### config.mk
export PLATFORM = sky130hd
export DESIGN_NAME = mem_cache_stage_flat
export DESIGN_NICKNAME = d
export VERILOG_FILES = /design/src/rtl/mem_cache_pkg.sv /design/src/rtl/mem_cache_if.sv /design/src/rtl/cache_line_array.sv /design/src/rtl/mem_cache_stage.sv /design/src/flat_wrapper.sv
export SDC_FILE = /design/constraint.sdc
export NUM_CORES = 1
export LEC_CHECK = 0
export ABC_AREA = 1
export BUFFER_PORTS_ARGS = -buffer_cell sky130_fd_sc_hd__buf_2
export CAP_MARGIN = 25
export CORE_ASPECT_RATIO = 0.8
export CORE_MARGIN = 1
export CORE_UTILIZATION = 27
export DETAILED_ROUTE_END_ITERATION = 6
export PLACE_DENSITY_LB_ADDON = 0.1
export SETUP_SLACK_MARGIN = 0.2
export SYNTH_ARGS = -nofsm -noshare
export SYNTH_HDL_FRONTEND = slang
export SYNTH_SLANG_ARGS = --single-unit
### constraint.sdc
create_clock -name clk -period 1.9 [get_ports clk]
set_input_delay 0.095 -clock clk [delete_from_list [all_inputs] [get_ports clk]]
set_output_delay 0.095 -clock clk [all_outputs]
set_load 0.02 [all_outputs]
### src/rtl/mem_cache_pkg.sv
// Shared types and sizing helpers for the MEM-stage data cache.
// Latency: n/a (package only).
// Backpressure: n/a.
package mem_cache_pkg;

    typedef enum logic [1:0] {
        IDLE    = 2'd0,
        RD_WAIT = 2'd1,
        WR_WAIT = 2'd2
    } state_t;

    localparam logic [31:0] BASE_ADDR_DEF = 32'd1024;

    function automatic int unsigned idx_width(input int unsigned lines);
        return $clog2(lines);
    endfunction

    // The tag keeps every word-address bit above the index, so an address below BASE_ADDR never aliases.
    function automatic int unsigned tag_width(input int unsigned lines);
        return 32 - $clog2(lines);
    endfunction

endpackage

### src/rtl/mem_cache_if.sv
// Request/completion bus between the memory stage and the slow data SRAM.
// Latency: set by the SRAM, from the first sram_req cycle to the sram_ready pulse.
// Backpressure: the master holds req/we/addr/wdata until sram_ready pulses.
interface mem_cache_if;
    logic        sram_req;
    logic        sram_we;
    logic [31:0] sram_addr;
    logic [31:0] sram_wdata;
    logic [31:0] sram_rdata;
    logic        sram_ready;

    modport master (
        output sram_req, sram_we, sram_addr, sram_wdata,
        input  sram_rdata, sram_ready
    );

    modport slave (
        input  sram_req, sram_we, sram_addr, sram_wdata,
        output sram_rdata, sram_ready
    );
endinterface

### src/rtl/cache_line_array.sv
// Direct-mapped valid/tag/data storage, one word per line.
// Latency: combinational read, write takes effect at the next clock edge.
// Backpressure: none; the owner decides when to write.
module cache_line_array #(
    parameter int unsigned NUM_LINES = 64,
    parameter int unsigned IDX_W     = 6,
    parameter int unsigned TAG_W     = 26
) (
    input  logic             clk,
    input  logic             rst,
    input  logic [IDX_W-1:0] rd_idx,
    input  logic [TAG_W-1:0] rd_tag,
    output logic             hit,
    output logic [31:0]      rd_data,
    input  logic             wr_en,
    input  logic [IDX_W-1:0] wr_idx,
    input  logic [TAG_W-1:0] wr_tag,
    input  logic [31:0]      wr_data
);

    logic [NUM_LINES-1:0] valid_q;
    logic [TAG_W-1:0]     tag_q  [NUM_LINES];
    logic [31:0]          data_q [NUM_LINES];

    always_ff @(posedge clk) begin
        if (!rst) begin
            valid_q <= '0;
        end else if (wr_en) begin
            valid_q[wr_idx] <= 1'b1;
        end
    end

    // Tag and data need no reset: a cleared valid bit masks whatever they hold.
    always_ff @(posedge clk) begin
        if (wr_en) begin
            tag_q[wr_idx]  <= wr_tag;
            data_q[wr_idx] <= wr_data;
        end
    end

    assign hit     = valid_q[rd_idx] && (tag_q[rd_idx] == rd_tag);
    assign rd_data = data_q[rd_idx];

endmodule

### src/rtl/mem_cache_stage.sv
// MIPS memory stage with write-through, no-write-allocate cache (MEM_CACHE_EN) and MEM/WB register.
// Latency: load hit 0 stall cycles; miss/store stall until sram_ready, MEM/WB updates one edge later.
// Backpressure: ready_MEM low freezes upstream; MEM/WB takes bubbles meanwhile.
module mem_cache_stage
    import mem_cache_pkg::*;
#(
    parameter int unsigned NUM_LINES = 64,
    parameter logic [31:0] BASE_ADDR = BASE_ADDR_DEF
) (
    input  logic               clk,
    input  logic               rst,
    input  logic               WB_EN_MEM,
    input  logic               MEM_R_EN_MEM,
    input  logic               MEM_W_EN_MEM,
    input  logic [4:0]         DST_MEM,
    input  logic [31:0]        ALU_result_MEM,
    input  logic [31:0]        ST_val_MEM,
    mem_cache_if.master        sram,
    output logic               ready_MEM,
    output logic               WB_EN_WB,
    output logic               MEM_R_EN_WB,
    output logic [4:0]         DST_WB,
    output logic [31:0]        Mem_data_WB,
    output logic [31:0]        ALU_result_WB
);

    if ((NUM_LINES < 2) || ((NUM_LINES & (NUM_LINES - 1)) != 0)) begin : g_bad_lines
        $error("NUM_LINES must be a power of two of at least 2");
    end

    state_t      state_q;
    state_t      state_d;
    logic [31:0] word_addr;
    logic        is_store;
    logic        is_load;
    logic        hit;
    logic [31:0] line_data;
    logic [31:0] load_data;
    logic        req_c;
    logic        we_c;

    assign word_addr = (ALU_result_MEM - BASE_ADDR) >> 2;
    assign is_store  = MEM_W_EN_MEM;
    assign is_load   = MEM_R_EN_MEM & ~MEM_W_EN_MEM;

`ifdef MEM_CACHE_EN
    localparam int unsigned IDX_W = idx_width(NUM_LINES);
    localparam int unsigned TAG_W = tag_width(NUM_LINES);

    logic [IDX_W-1:0] idx;
    logic [TAG_W-1:0] tag;
    logic             fill;
    logic             update;

    assign idx    = word_addr[IDX_W-1:0];
    assign tag    = word_addr[31:IDX_W];
    assign fill   = (state_q == RD_WAIT) && sram.sram_ready;
    // Write hits refresh the line on entry to WR_WAIT; write misses leave the array alone.
    assign update = (state_q == IDLE) && is_store && hit;

    cache_line_array #(
        .NUM_LINES (NUM_LINES),
        .IDX_W     (IDX_W),
        .TAG_W     (TAG_W)
    ) u_lines (
        .clk     (clk),
        .rst     (rst),
        .rd_idx  (idx),
        .rd_tag  (tag),
        .hit     (hit),
        .rd_data (line_data),
        .wr_en   (fill | update),
        .wr_idx  (idx),
        .wr_tag  (tag),
        .wr_data (fill ? sram.sram_rdata : ST_val_MEM)
    );
`else
    assign hit       = 1'b0;
    assign line_data = '0;
`endif

    always_ff @(posedge clk) begin
        if (!rst) begin
            state_q <= IDLE;
        end else begin
            state_q <= state_d;
        end
    end

    always_comb begin
        state_d   = state_q;
        ready_MEM = 1'b1;
        load_data = line_data;
        unique case (state_q)
            IDLE: begin
                if (is_store) begin
                    state_d   = WR_WAIT;
                    ready_MEM = 1'b0;
                end else if (is_load && !hit) begin
                    state_d   = RD_WAIT;
                    ready_MEM = 1'b0;
                end
            end
            RD_WAIT: begin
                ready_MEM = sram.sram_ready;
                load_data = sram.sram_rdata;
                if (sram.sram_ready) state_d = IDLE;
            end
            WR_WAIT: begin
                ready_MEM = sram.sram_ready;
                if (sram.sram_ready) state_d = IDLE;
            end
            default: state_d = IDLE;
        endcase
    end

    // The request starts in the IDLE cycle that detects it; EX/MEM is frozen, so address and data stay stable.
    assign req_c = rst && ((state_q != IDLE) || is_store || (is_load && !hit));
    assign we_c  = rst && ((state_q == WR_WAIT) || ((state_q == IDLE) && is_store));

    assign sram.sram_req   = req_c;
    assign sram.sram_we    = we_c;
    assign sram.sram_addr  = req_c ? word_addr : '0;
    assign sram.sram_wdata = we_c ? ST_val_MEM : '0;

    always_ff @(posedge clk) begin
        if (!rst) begin
            WB_EN_WB      <= 1'b0;
            MEM_R_EN_WB   <= 1'b0;
            DST_WB        <= '0;
            Mem_data_WB   <= '0;
            ALU_result_WB <= '0;
        end else if (ready_MEM) begin
            WB_EN_WB      <= WB_EN_MEM;
            MEM_R_EN_WB   <= MEM_R_EN_MEM;
            DST_WB        <= DST_MEM;
            Mem_data_WB   <= load_data;
            ALU_result_WB <= ALU_result_MEM;
        end else begin
            WB_EN_WB    <= 1'b0;
            MEM_R_EN_WB <= 1'b0;
        end
    end

endmodule

### src/flat_wrapper.sv
// flat-port wrapper written by rule: the top's interface ports become plain ports
module mem_cache_stage_flat import mem_cache_pkg::*;
#(
    parameter int unsigned NUM_LINES = 64,
    parameter logic [31:0] BASE_ADDR = BASE_ADDR_DEF
)
  (clk, rst, WB_EN_MEM, MEM_R_EN_MEM, MEM_W_EN_MEM, DST_MEM, ALU_result_MEM, ST_val_MEM, ready_MEM, WB_EN_WB, MEM_R_EN_WB, DST_WB, Mem_data_WB, ALU_result_WB, sram_sram_req, sram_sram_we, sram_sram_addr, sram_sram_wdata, sram_sram_rdata, sram_sram_ready);
  mem_cache_if sram_i ();
  input  logic clk;
  input  logic rst;
  input  logic WB_EN_MEM;
  input  logic MEM_R_EN_MEM;
  input  logic MEM_W_EN_MEM;
  input  logic [4:0] DST_MEM;
  input  logic [31:0] ALU_result_MEM;
  input  logic [31:0] ST_val_MEM;
  output logic ready_MEM;
  output logic WB_EN_WB;
  output logic MEM_R_EN_WB;
  output logic [4:0] DST_WB;
  output logic [31:0] Mem_data_WB;
  output logic [31:0] ALU_result_WB;
  output wire logic [$bits(sram_i.sram_req)-1:0] sram_sram_req;
  output wire logic [$bits(sram_i.sram_we)-1:0] sram_sram_we;
  output wire logic [$bits(sram_i.sram_addr)-1:0] sram_sram_addr;
  output wire logic [$bits(sram_i.sram_wdata)-1:0] sram_sram_wdata;
  input wire logic [$bits(sram_i.sram_rdata)-1:0] sram_sram_rdata;
  input wire logic [$bits(sram_i.sram_ready)-1:0] sram_sram_ready;
  assign sram_sram_req = sram_i.sram_req;
  assign sram_sram_we = sram_i.sram_we;
  assign sram_sram_addr = sram_i.sram_addr;
  assign sram_sram_wdata = sram_i.sram_wdata;
  assign sram_i.sram_rdata = sram_sram_rdata;
  assign sram_i.sram_ready = sram_sram_ready;
  mem_cache_stage #(.NUM_LINES(NUM_LINES), .BASE_ADDR(BASE_ADDR)) u_core (.clk(clk), .rst(rst), .WB_EN_MEM(WB_EN_MEM), .MEM_R_EN_MEM(MEM_R_EN_MEM), .MEM_W_EN_MEM(MEM_W_EN_MEM), .DST_MEM(DST_MEM), .ALU_result_MEM(ALU_result_MEM), .ST_val_MEM(ST_val_MEM), .sram(sram_i), .ready_MEM(ready_MEM), .WB_EN_WB(WB_EN_WB), .MEM_R_EN_WB(MEM_R_EN_WB), .DST_WB(DST_WB), .Mem_data_WB(Mem_data_WB), .ALU_result_WB(ALU_result_WB));
endmodule
==> results.json, run 1 <==
{
  "synth_area_leader_cell": "dfxtp_1",
  "grt_pass1_vias": 3995,
  "ys_seq_area_share_pct": 40.6,
  "grt_setup_unrepaired": "true",
  "routabilityCongestion": 0.841,
  "syn_area_per_cell_um2": 6.61,
  "grt_first_pass_wirelength_mm": 19.7,
  "synth_area_um2": 3600,
  "setup_violations": 0,
  "worstSetupStartpointType": "register",
  "rows": 37,
  "crit_start": "u_core.state_q[1]$_SDFFE_PN0P_",
  "max-cap-violations": 0,
  "p_leak_nw": 3.00,
  "netlist.area_leader.share_pct": 40.6,
  "grt_overflow": 0,
  "r2r_setup_slack_ps": 300,
  "fin_skew_ps": 5.78,
  "maxSlewHeadroom_pct": 61.6,
  "whs_ps": 14.8,
  "grt_max_degree": 57,
  "wl_per_cell_um": 13.4,
  "via_per_inst": 4.45,
  "crit_slowest_cell": "dfxtp_2",
  "start_util_pct": 27.8,
  "critical_path.top_delay_family": "buffers and inverters",
  "cts-buffers-inserted": 9,
  "ys_types": 28,
  "path_class": "reg2out",
  "antenna_found_initial": 0,
  "cp.required_ps": 1800,
  "die_x_um": 131,
  "path_buf_inv": 3,
  "cp-end-kind": "output port",
  "cpPeakStageDelay_ps": 320,
  "via_count": 4349,
  "status": "finished clean",
  "detail-route-antenna-nets": 0,
  "clockBufferDepth": 2,
  "setup_slack_ps": 167,
  "synth_area_leaders": "dfxtp_1 (41%), nor2_1 (12%), o21ai_0 (9.9%), nand2_1 (7.6%), inv_1 (7.1%)",
  "min_path_type": "in2reg",
  "h-tree-depth": 3,
  "port_buffers": 242,
  "period_share_pct": 91.2,
  "clock_latency_ps": 330,
  "post-route-util_pct": 44.3,
  "clockRootBuffer": "clkbuf_16",
  "cp.arrival_ps": 1640,
  "fmax_mhz": 577,
  "grtUsageTotal_pct": 18.6,
  "clkSinkCount": 73,
  "min_period_ps": 1730,
  "yosysWarnings": 0,
  "fp.dieArea_um2": 13800,
  "cts_tree": "yes",
  "peakVddDrop_mv": 0.401,
  "yosysMostFrequentCell": "nor2_1",
  "ys_ff_latch": 73,
  "reg2regPathDepth": 9,
  "syn_inst": 544,
  "worst-path-max-fanout": 7,
  "synth_common_cells": "nor2_1 (119), dfxtp_1 (73), nand2_1 (73), o21ai_0 (71), inv_1 (68)",
  "async_flop_share_pct": 0,
  "fin_setup_tns_ps": 0,
  "drive_gt1_share_pct": 38.3,
  "place_ws_ps": 92.9,
  "path_clk_slew_ps": 60,
  "dr.pass1.iters": 4,
  "diodes": 0,
  "worst_pin_slew_ps": 576,
  "crit_chain": "inv_2, ha_4, nand3_4, nand2_8, clkinvlp_4, o21ai_2, a21oi_1, buf_4",
  "endpoint": "sram_sram_addr[12]",
  "io-pin-count": 245,
  "powerDensity_nw_per_um2": 820,
  "synth_edf_count": 0,
  "rr_startpoint": "u_core.state_q[0]$_SDFFE_PN0P_",
  "coreArea_um2": 12900,
  "final_hold_viol_count": 0,
  "dieHeight_um": 105,
  "timing.rr.end": "u_core.Mem_data_WB[13]$_SDFFE_PN0N_",
  "ys.flop_type": "dfxtp_1",
  "final_nets": 909,
  "area_growth_pct": 59.0,
  "hpwl_mm": 9.66,
  "drc": 0,
  "drt_iter0_drc": 185,
  "path_depth": 8,
  "report.final.slew_viol_count": 0,
  "routed_wl_mm": 13.1
}
-- worst min-delay path by stage --
stage | startpoint | end | slack, ps | depth (start not counted)
after CTS | ALU_result_MEM[4] | u_core.ALU_result_WB[4]$_SDFFE_PN0N_ | 0.4 | 3
after detailed placement | WB_EN_MEM | u_core.WB_EN_WB$_SDFF_PN0_ | 320 | 3
after global routing | sram_sram_rdata[18] | u_core.Mem_data_WB[18]$_SDFFE_PN0N_ | 10 | 3
after floorplan | WB_EN_MEM | u_core.WB_EN_WB$_SDFF_PN0_ | 210 | 2
after global placement | WB_EN_MEM | u_core.WB_EN_WB$_SDFF_PN0_ | 310 | 3
final | ALU_result_MEM[4] | u_core.ALU_result_WB[4]$_SDFFE_PN0N_ | 10 | 3
-- what timing repair did --
| item | 4_1_cts | 5_1_grt |
|---|---|---|
| pin swaps | 10 | 5 |
| setup endpoints to repair | 105 | 65 |
| hold buffers | 12 | 0 |
| buffers inserted | 7 | 1 |
| hold endpoints to repair | 12 | 0 |
| cloned | 1 | 1 |
| gates resized for setup | 21 | 50 |
-- stage by stage --
| step | power, mW | area [µm²] | cells |
|---|---|---|---|
| floorplan | 2.43 | 3600 | 545 |
| global placement | 2.87 | 4960 | 939 |
| detailed placement | 2.87 | 4960 | 939 |
| CTS | 4.69 | 5530 | 975 |
| global route | 4.96 | 5720 | 977 |
| finish | 4.69 | 5720 | 977 |
-- cell usage in the layout (no fill, tap or decap), types with 3 or more instances in the layout --
cell type,synthesis,final
ha_1,5,4
nand4_1,3,3
buf_2,12,222
clkinvlp_4,0,4
dfxtp_1,73,71
clkbuf_16,0,10
nand2_1,73,71
inv_2,2,4
buf_6,4,10
nor2_4,2,8
o21ai_0,71,67
buf_12,0,7
o21ai_2,0,3
nor2_2,1,4
a21oi_1,35,34
o21ai_1,5,6
dlygate4sd3_1,0,12
nand3_1,43,43
nand2_2,2,3
buf_4,3,20
inv_1,68,65
nor2_1,119,110
-- area by class of cell --
type | instances | area [µm²]
timing repair inverter | 1 | 7.51
multi-input combinational | 370 | 1810
tap | 175 | 219
fill | 1388 | 7200
clock buffer | 10 | 229
clock inverter | 6 | 67.6
timing repair buffer | 272 | 1660
inverter | 70 | 267
sequential | 73 | 1460
-- state kept, by name, summed over array words and instances (netlist names) --
name,count
u_core.Mem_data_WB,32
u_core.MEM_R_EN_WB,1
u_core.WB_EN_WB,1
u_core.ALU_result_WB,32
u_core.DST_WB,5
u_core.state_q,2
-- cell families (layout without fill, tap and decap cells) --
| family | count (synthesis) | in the layout | synth area share [%] |
|---|---|---|---|
| XOR/XNOR | 2 | 2 | 0.487 |
| other | 1 | 2 | 0.104 |
| AND/OR/NAND/NOR | 249 | 249 | 29.2 |
| buffers and inverters | 102 | 359 | 12.2 |
| flip-flops | 73 | 73 | 40.6 |
| AO/OA/AOI/OAI | 112 | 112 | 15.7 |
| adder cells (fa/ha/maj) | 5 | 5 | 1.74 |
-- routing by layer --
metal  GRT usage, %  up-vias  part of all wire [%]
li1               -     2214                     -
met1           21.0     1956                    42
met2           33.7      169                    49
met3           5.94       10                   8.0
met4           4.27        0                   1.1
met5              0        -                     0
-- report_power, final --
part / internal (mW) / total, mW / switching (mW) / leakage [nW]
sequential: 1.65 / 1.71 / 0.0537 / 0.598
clock: 1.02 / 1.70 / 0.678 / 0.139
combinational: 0.483 / 1.28 / 0.799 / 2.26
total: 3.16 / 4.69 / 1.53 / 3.00
-- worst register-to-register path: cells and delay by family, from the launching register on --
family,cells,cell delay [ps]
AOI/OAI and AO/OA,1,100
adders and majority gates,1,170
buffers and inverters,4,610
DFF,1,340
and+or+nand+nor,3,310
Note: power is estimated with default switching activity, not from simulation.
==> inputs of run 2 (changes only) <==
CORE_MARGIN = 3   (was 1)
SYNTH_HIERARCHICAL = 1   (was default)
==> run 2 against run 1 <==
Fmax fell by 0.81%. Synthesized area increased by 2.2%. Critical path type unchanged. Largest power group is now clock. Count of clock-buffer cells in the layout did not move. First-iteration DRC count grew 26%. Non-clock buffer count increased by 5.
==> results.json, run 2 <==
{
  "p_total_mw": 4.91,
  "port_buffers": 242,
  "largest_registers": "u_core/ALU_result_WB x32, u_core/Mem_data_WB x32, u_core/DST_WB x5",
  "clockBufferDepth": 2,
  "cp-end-kind": "output port",
  "synth_area_um2": 3680,
  "netlist.area_leader.share_pct": 39.8,
  "grt_pass1_vias": 3898,
  "routabilityCongestion": 0.879,
  "yosysWarnings": 6,
  "hpwl_mm": 9.62,
  "syn_area_per_cell_um2": 6.66,
  "top_usage_layer": "met2",
  "area_growth_pct": 62.6,
  "synth_common_cells": "nor2_1 (111), nand2_1 (80), dfxtp_1 (73), inv_1 (71), o21ai_0 (70)",
  "yosysMostFrequentCell": "nor2_1",
  "crit_chain": "inv_2, ha_4, nand2_2, inv_2, o21ai_4, buf_12, clkbuf_16, nor2_1, buf_4",
  "io-pin-count": 245,
  "drive_gt1_share_pct": 40.1,
  "fin_area_um2": 5980,
  "clockRootBuffer": "clkbuf_16",
  "report.final.slew_viol_count": 0,
  "p_leak_nw": 3.10,
  "status": "finished clean",
  "peakVddDrop_mv": 0.464,
  "grt_overflow": 0,
  "drc": 0,
  "routed_wl_mm": 13.6,
  "h-tree-depth": 3,
  "cts_tree": "yes",
  "ys.flop_type": "dfxtp_1",
  "multi_input_area_um2": 1860,
  "grtUsageTotal_pct": 16.0,
  "ys_types": 28,
  "mostFrequentLayoutCells": "buf_2 (200), nor2_1 (98), nand2_1 (78)",
  "ys_seq_area_share_pct": 39.8,
  "rows": 37,
  "path_common_cell": "inv_2",
  "via_per_inst": 4.48,
  "clkSinkCount": 73,
  "period_share_pct": 92.0,
  "async_flop_share_pct": 0,
  "min_period_ps": 1750,
  "ff_latch_area_um2": 1460,
  "min_path_type": "in2reg",
  "die_x_um": 136,
  "synth_area_leaders": "dfxtp_1 (40%), nor2_1 (11%), o21ai_0 (9.5%), nand2_1 (8.2%), inv_1 (7.2%)",
  "fp.dieArea_um2": 15100,
  "detail-route-antenna-nets": 0,
  "cpPeakStageDelay_ps": 320,
  "setup_violations": 0,
  "synth_area_leader_cell": "dfxtp_1",
  "fin_setup_tns_ps": 0,
  "clock_latency_ps": 330,
  "coreArea_um2": 13100,
  "fill_cells": 1359,
  "crit_slowest_cell": "dfxtp_2",
  "final_common_cell": "buf_2",
  "diodes": 0,
  "fin_skew_ps": 9.09,
  "antenna_found_initial": 0,
  "start_util_pct": 28.1,
  "wl_per_cell_um": 13.7,
  "via_count": 4434,
  "powerDensity_nw_per_um2": 822,
  "synth_edf_count": 0,
  "ys_ff_latch": 73,
  "met3_usage_pct": 4.63,
  "grt_setup_unrepaired": "true",
  "drt_iter0_drc": 234,
  "worstSetupStartpointType": "register",
  "final_nets": 922,
  "grt_first_pass_wirelength_mm": 19.2,
  "dpl_cell_area_um2": 4970,
  "path_clk_slew_ps": 60,
  "use_met1_pct": 19.3,
  "grt_max_degree": 45,
  "path_class": "reg2out",
  "dieHeight_um": 110,
  "grtUsageMet2_pct": 28.2,
  "worst-path-max-fanout": 8,
  "fmax_mhz": 572,
  "max-cap-violations": 0,
  "dr.pass1.iters": 4,
  "cts-buffers-inserted": 9,
  "cp.required_ps": 1800,
  "final_hold_viol_count": 0,
  "syn_inst": 552,
  "cp.arrival_ps": 1650
}
[run 2: critical path, delay by kind of cell (launching register included)]
family	cells	cell delay, ps
buffers and inverters	5	630
DFF	1	320
adders and majority gates	1	160
and+or+nand+nor	2	160
AOI/OAI and AO/OA	1	60
[run 2: cell families after synthesis]
family | count (synthesis) | share of synthesized area (%)
AOI/OAI and AO/OA | 114 | 15.5
xor gates and xnor gates | 1 | 0.238
adders and majority gates | 5 | 1.70
buffers and inverters | 107 | 13.8
DFF | 73 | 39.8
other | 1 | 0.102
and+or+nand+nor | 251 | 28.9
[run 2: cell type report]
type	count	area share (%)
tap	175	3.66
sequential	73	24.5
clock inverter	6	1.53
inverter	75	5.21
timing repair buffer	277	30.1
clock buffer	10	3.83
timing repair inverter	1	0.126
multi-input combinational	373	31.0
[run 2: per-stage QoR]
stage          instances  hold WS, ps  setup WS, ps  utilization (%)
2_1_floorplan        553          207           301                -
3_5_place_dp         946          317           166             37.9
6_report             990         18.4           153             45.6
4_1_cts              978        0.749           180             42.2
5_1_grt              990         22.3          70.9             45.6
3_3_place_gp         946          311           219             37.9
[run 2: where the power goes]
| part | switching [mW] | internal (mW) |
|---|---|---|
| combinational | 0.834 | 0.554 |
| clock | 0.657 | 1.16 |
| sequential | 0.0592 | 1.65 |
| total | 1.55 | 3.36 |
[run 2: routing by layer]
metal	wire, µm	up-vias
li1	-	2256
met1	5720	1998
met2	6610	174
met3	1160	6
met4	84	0
met5	0	-
[run 2: path summary, 6_finish.rpt]
| path | startpoint | to | slack (ps) | depth (start not counted) |
|---|---|---|---|---|
| worst max-delay path | u_core/state_q[0]$_SDFFE_PN0P_ | sram_sram_wdata[6] | 150 | 9 |
| worst min-delay path | ALU_result_MEM[7] | u_core/ALU_result_WB[7]$_SDFFE_PN0N_ | 20 | 3 |
| worst max register to register | u_core/state_q[1]$_SDFFE_PN0P_ | u_core/ALU_result_WB[17]$_SDFFE_PN0N_ | 330 | 8 |
| worst min register to register | u_core/Mem_data_WB[2]$_SDFFE_PN0N_ | u_core/Mem_data_WB[2]$_SDFFE_PN0N_ | 480 | 2 |
[run 2: repair_timing]
item                                    4_1_cts  5_1_grt
hold buffers                                 10        0
resized for setup                            25       85
hold endpoints to repair                     10        0
cloned                                        2        5
endpoints found under the setup margin       99      103
pin swaps                                     3       12
buffers inserted                              4        7
==> inputs of run 3 (changes only) <==
CELL_PAD_IN_SITES_DETAIL_PLACEMENT = 1   (was default)
CELL_PAD_IN_SITES_GLOBAL_PLACEMENT = 2   (was default)
CORE_UTILIZATION = 20   (was 27)
RECOVER_POWER = 100   (was default)
==> run 3 against run 2 <==
Sequential share of layout area rose by 1.1 points. Non-clock buffer count fell by 3. Design area fell by 4.2%. First-iteration DRC count fell by 21%. Count of clock-buffer cells in the layout fell by 1. Fmax fell by 1.4%.
==> results.json, run 3 (same netlist as run 2, synthesis figures left out) <==
{
  "status": "finished clean",
  "cp.arrival_ps": 1680,
  "via_per_inst": 4.29,
  "routabilityCongestion": 0.747,
  "rr_startpoint": "u_core/state_q[0]$_SDFFE_PN0P_",
  "reg2regPathDepth": 9,
  "drc": 0,
  "diodes": 0,
  "worstSetupStartpointType": "register",
  "clkSinkCount": 73,
  "final_nets": 918,
  "clockBufferDepth": 2,
  "clockRootBuffer": "clkbuf_16",
  "cp-end-kind": "output port",
  "p_leak_nw": 2.71,
  "largest_registers": "u_core/ALU_result_WB x32, u_core/Mem_data_WB x32, u_core/DST_WB x5",
  "fill_cells": 2282,
  "fmax_mhz": 564,
  "endpoint": "sram_sram_addr[14]",
  "timing.rr.end": "u_core/ALU_result_WB[15]$_SDFFE_PN0N_",
  "port_buffers": 242,
  "cpPeakStageDelay_ps": 360,
  "detail-route-antenna-nets": 0,
  "dieHeight_um": 127,
  "dpl_cell_area_um2": 5070,
  "max-cap-violations": 0,
  "area_growth_pct": 55.8,
  "worst-path-max-fanout": 7,
  "fp.dieArea_um2": 20100,
  "rows": 43,
  "fin_area_um2": 5730,
  "fin_skew_ps": 12.5,
  "setup_violations": 0,
  "die_x_um": 158,
  "grt_setup_unrepaired": "true",
  "routed_wl_mm": 16.3,
  "io-pin-count": 245,
  "path_buf_inv": 4,
  "cp.required_ps": 1800,
  "antenna_found_initial": 0,
  "hpwl_mm": 11.8,
  "path_depth": 9,
  "clock_latency_ps": 350,
  "cts-buffers-inserted": 9,
  "crit_chain": "inv_2, ha_4, nand3_4, nand2_4, inv_4, buf_12, o21ai_2, a21oi_1, clkbuf_2",
  "min_path_type": "in2reg",
  "coreArea_um2": 17700,
  "final_common_cell": "buf_2",
  "grt_pass1_vias": 4535,
  "dr.pass1.iters": 4,
  "final_hold_viol_count": 0,
  "path_clk_slew_ps": 70,
  "crit_start": "u_core/state_q[0]$_SDFFE_PN0P_",
  "fin_setup_tns_ps": 0,
  "h-tree-depth": 3,
  "drive_gt1_share_pct": 30.0,
  "grt_first_pass_wirelength_mm": 23.9,
  "grt_max_degree": 60,
  "wl_per_cell_um": 15.7,
  "start_util_pct": 20.8,
  "drt_iter0_drc": 184,
  "r2r_setup_slack_ps": 210,
  "mostFrequentLayoutCells": "buf_2 (110), nor2_1 (102), clkbuf_1 (74)",
  "cts_tree": "yes",
  "min_period_ps": 1770,
  "grt_overflow": 0,
  "period_share_pct": 93.3,
  "peakVddDrop_mv": 0.448,
  "report.final.slew_viol_count": 0,
  "critical_path.top_delay_family": "buffers and inverters",
  "via_count": 4445,
  "crit_slowest_cell": "dfxtp_1",
  "powerDensity_nw_per_um2": 831,
  "grtUsageTotal_pct": 15.2,
  "path_class": "reg2out"
}
[run 3: report_power, final]
| part | internal (mW) | leakage [nW] | total [mW] | switching [mW] |
|---|---|---|---|---|
| clock | 1.03 | 0.143 | 1.77 | 0.742 |
| combinational | 0.427 | 1.97 | 1.28 | 0.848 |
| sequential | 1.65 | 0.597 | 1.71 | 0.0600 |
[run 3: final cells by class]
class / instances / area [µm²] / share of cell area, %
multi-input combinational: 373 / 1850 / 32.4
tap: 225 / 282 / 4.92
inverter: 75 / 297 / 5.18
clock inverter: 7 / 76.3 / 1.33
sequential: 73 / 1460 / 25.5
clock buffer: 9 / 225 / 3.93
timing repair buffer: 274 / 1530 / 26.7
[run 3: layer usage]
layer | global-route usage, % | vias up | part of all wire [%]
li1 | - | 2245 | -
met1 | 17.7 | 2010 | 43
met2 | 26.7 | 174 | 46
met3 | 5.49 | 16 | 8.8
met4 | 3.62 | 0 | 1.2
met5 | 0 | - | 0
[run 3: tightest hold or removal path, stage by stage]
cell and delay (ps):
buf_2 100, nand2_1 50, o21ai_0 70
[run 3: what timing repair did]
item                                   in CTS  in global routing
setup endpoints to repair                  69                 76
hold buffers                               15                  0
endpoints found under the hold margin      15                  0
gates cloned                                1                  2
resized for setup                          49                 52
pin swaps                                   4                 17
setup buffers                               3                  3
[run 3: per-stage QoR]
step                utilization (%)  hold slack (ps)  setup WS, ps  power (mW)  instances
finish                         32.3             15.4           127        4.76       1036
global route                   32.3             9.32          43.7        5.06       1036
CTS                            32.1             5.35           164        4.84       1031
detailed placement             28.6              315           208        2.92        996
global placement               28.6              312           289        2.91        996
floorplan                         -              207           301        2.46        553
[run 3: worst min-delay path by stage]
stage | start | end | slack [ps] | depth (start not counted)
floorplan | WB_EN_MEM | u_core/WB_EN_WB$_SDFF_PN0_ | 210 | 2
global placement | WB_EN_MEM | u_core/WB_EN_WB$_SDFF_PN0_ | 310 | 3
detailed placement | WB_EN_MEM | u_core/WB_EN_WB$_SDFF_PN0_ | 310 | 3
CTS | sram_sram_rdata[3] | u_core/Mem_data_WB[3]$_SDFFE_PN0N_ | 5 | 3
global route | ALU_result_MEM[11] | u_core/ALU_result_WB[11]$_SDFFE_PN0N_ | 9 | 3
finish | sram_sram_rdata[20] | u_core/Mem_data_WB[20]$_SDFFE_PN0N_ | 20 | 3
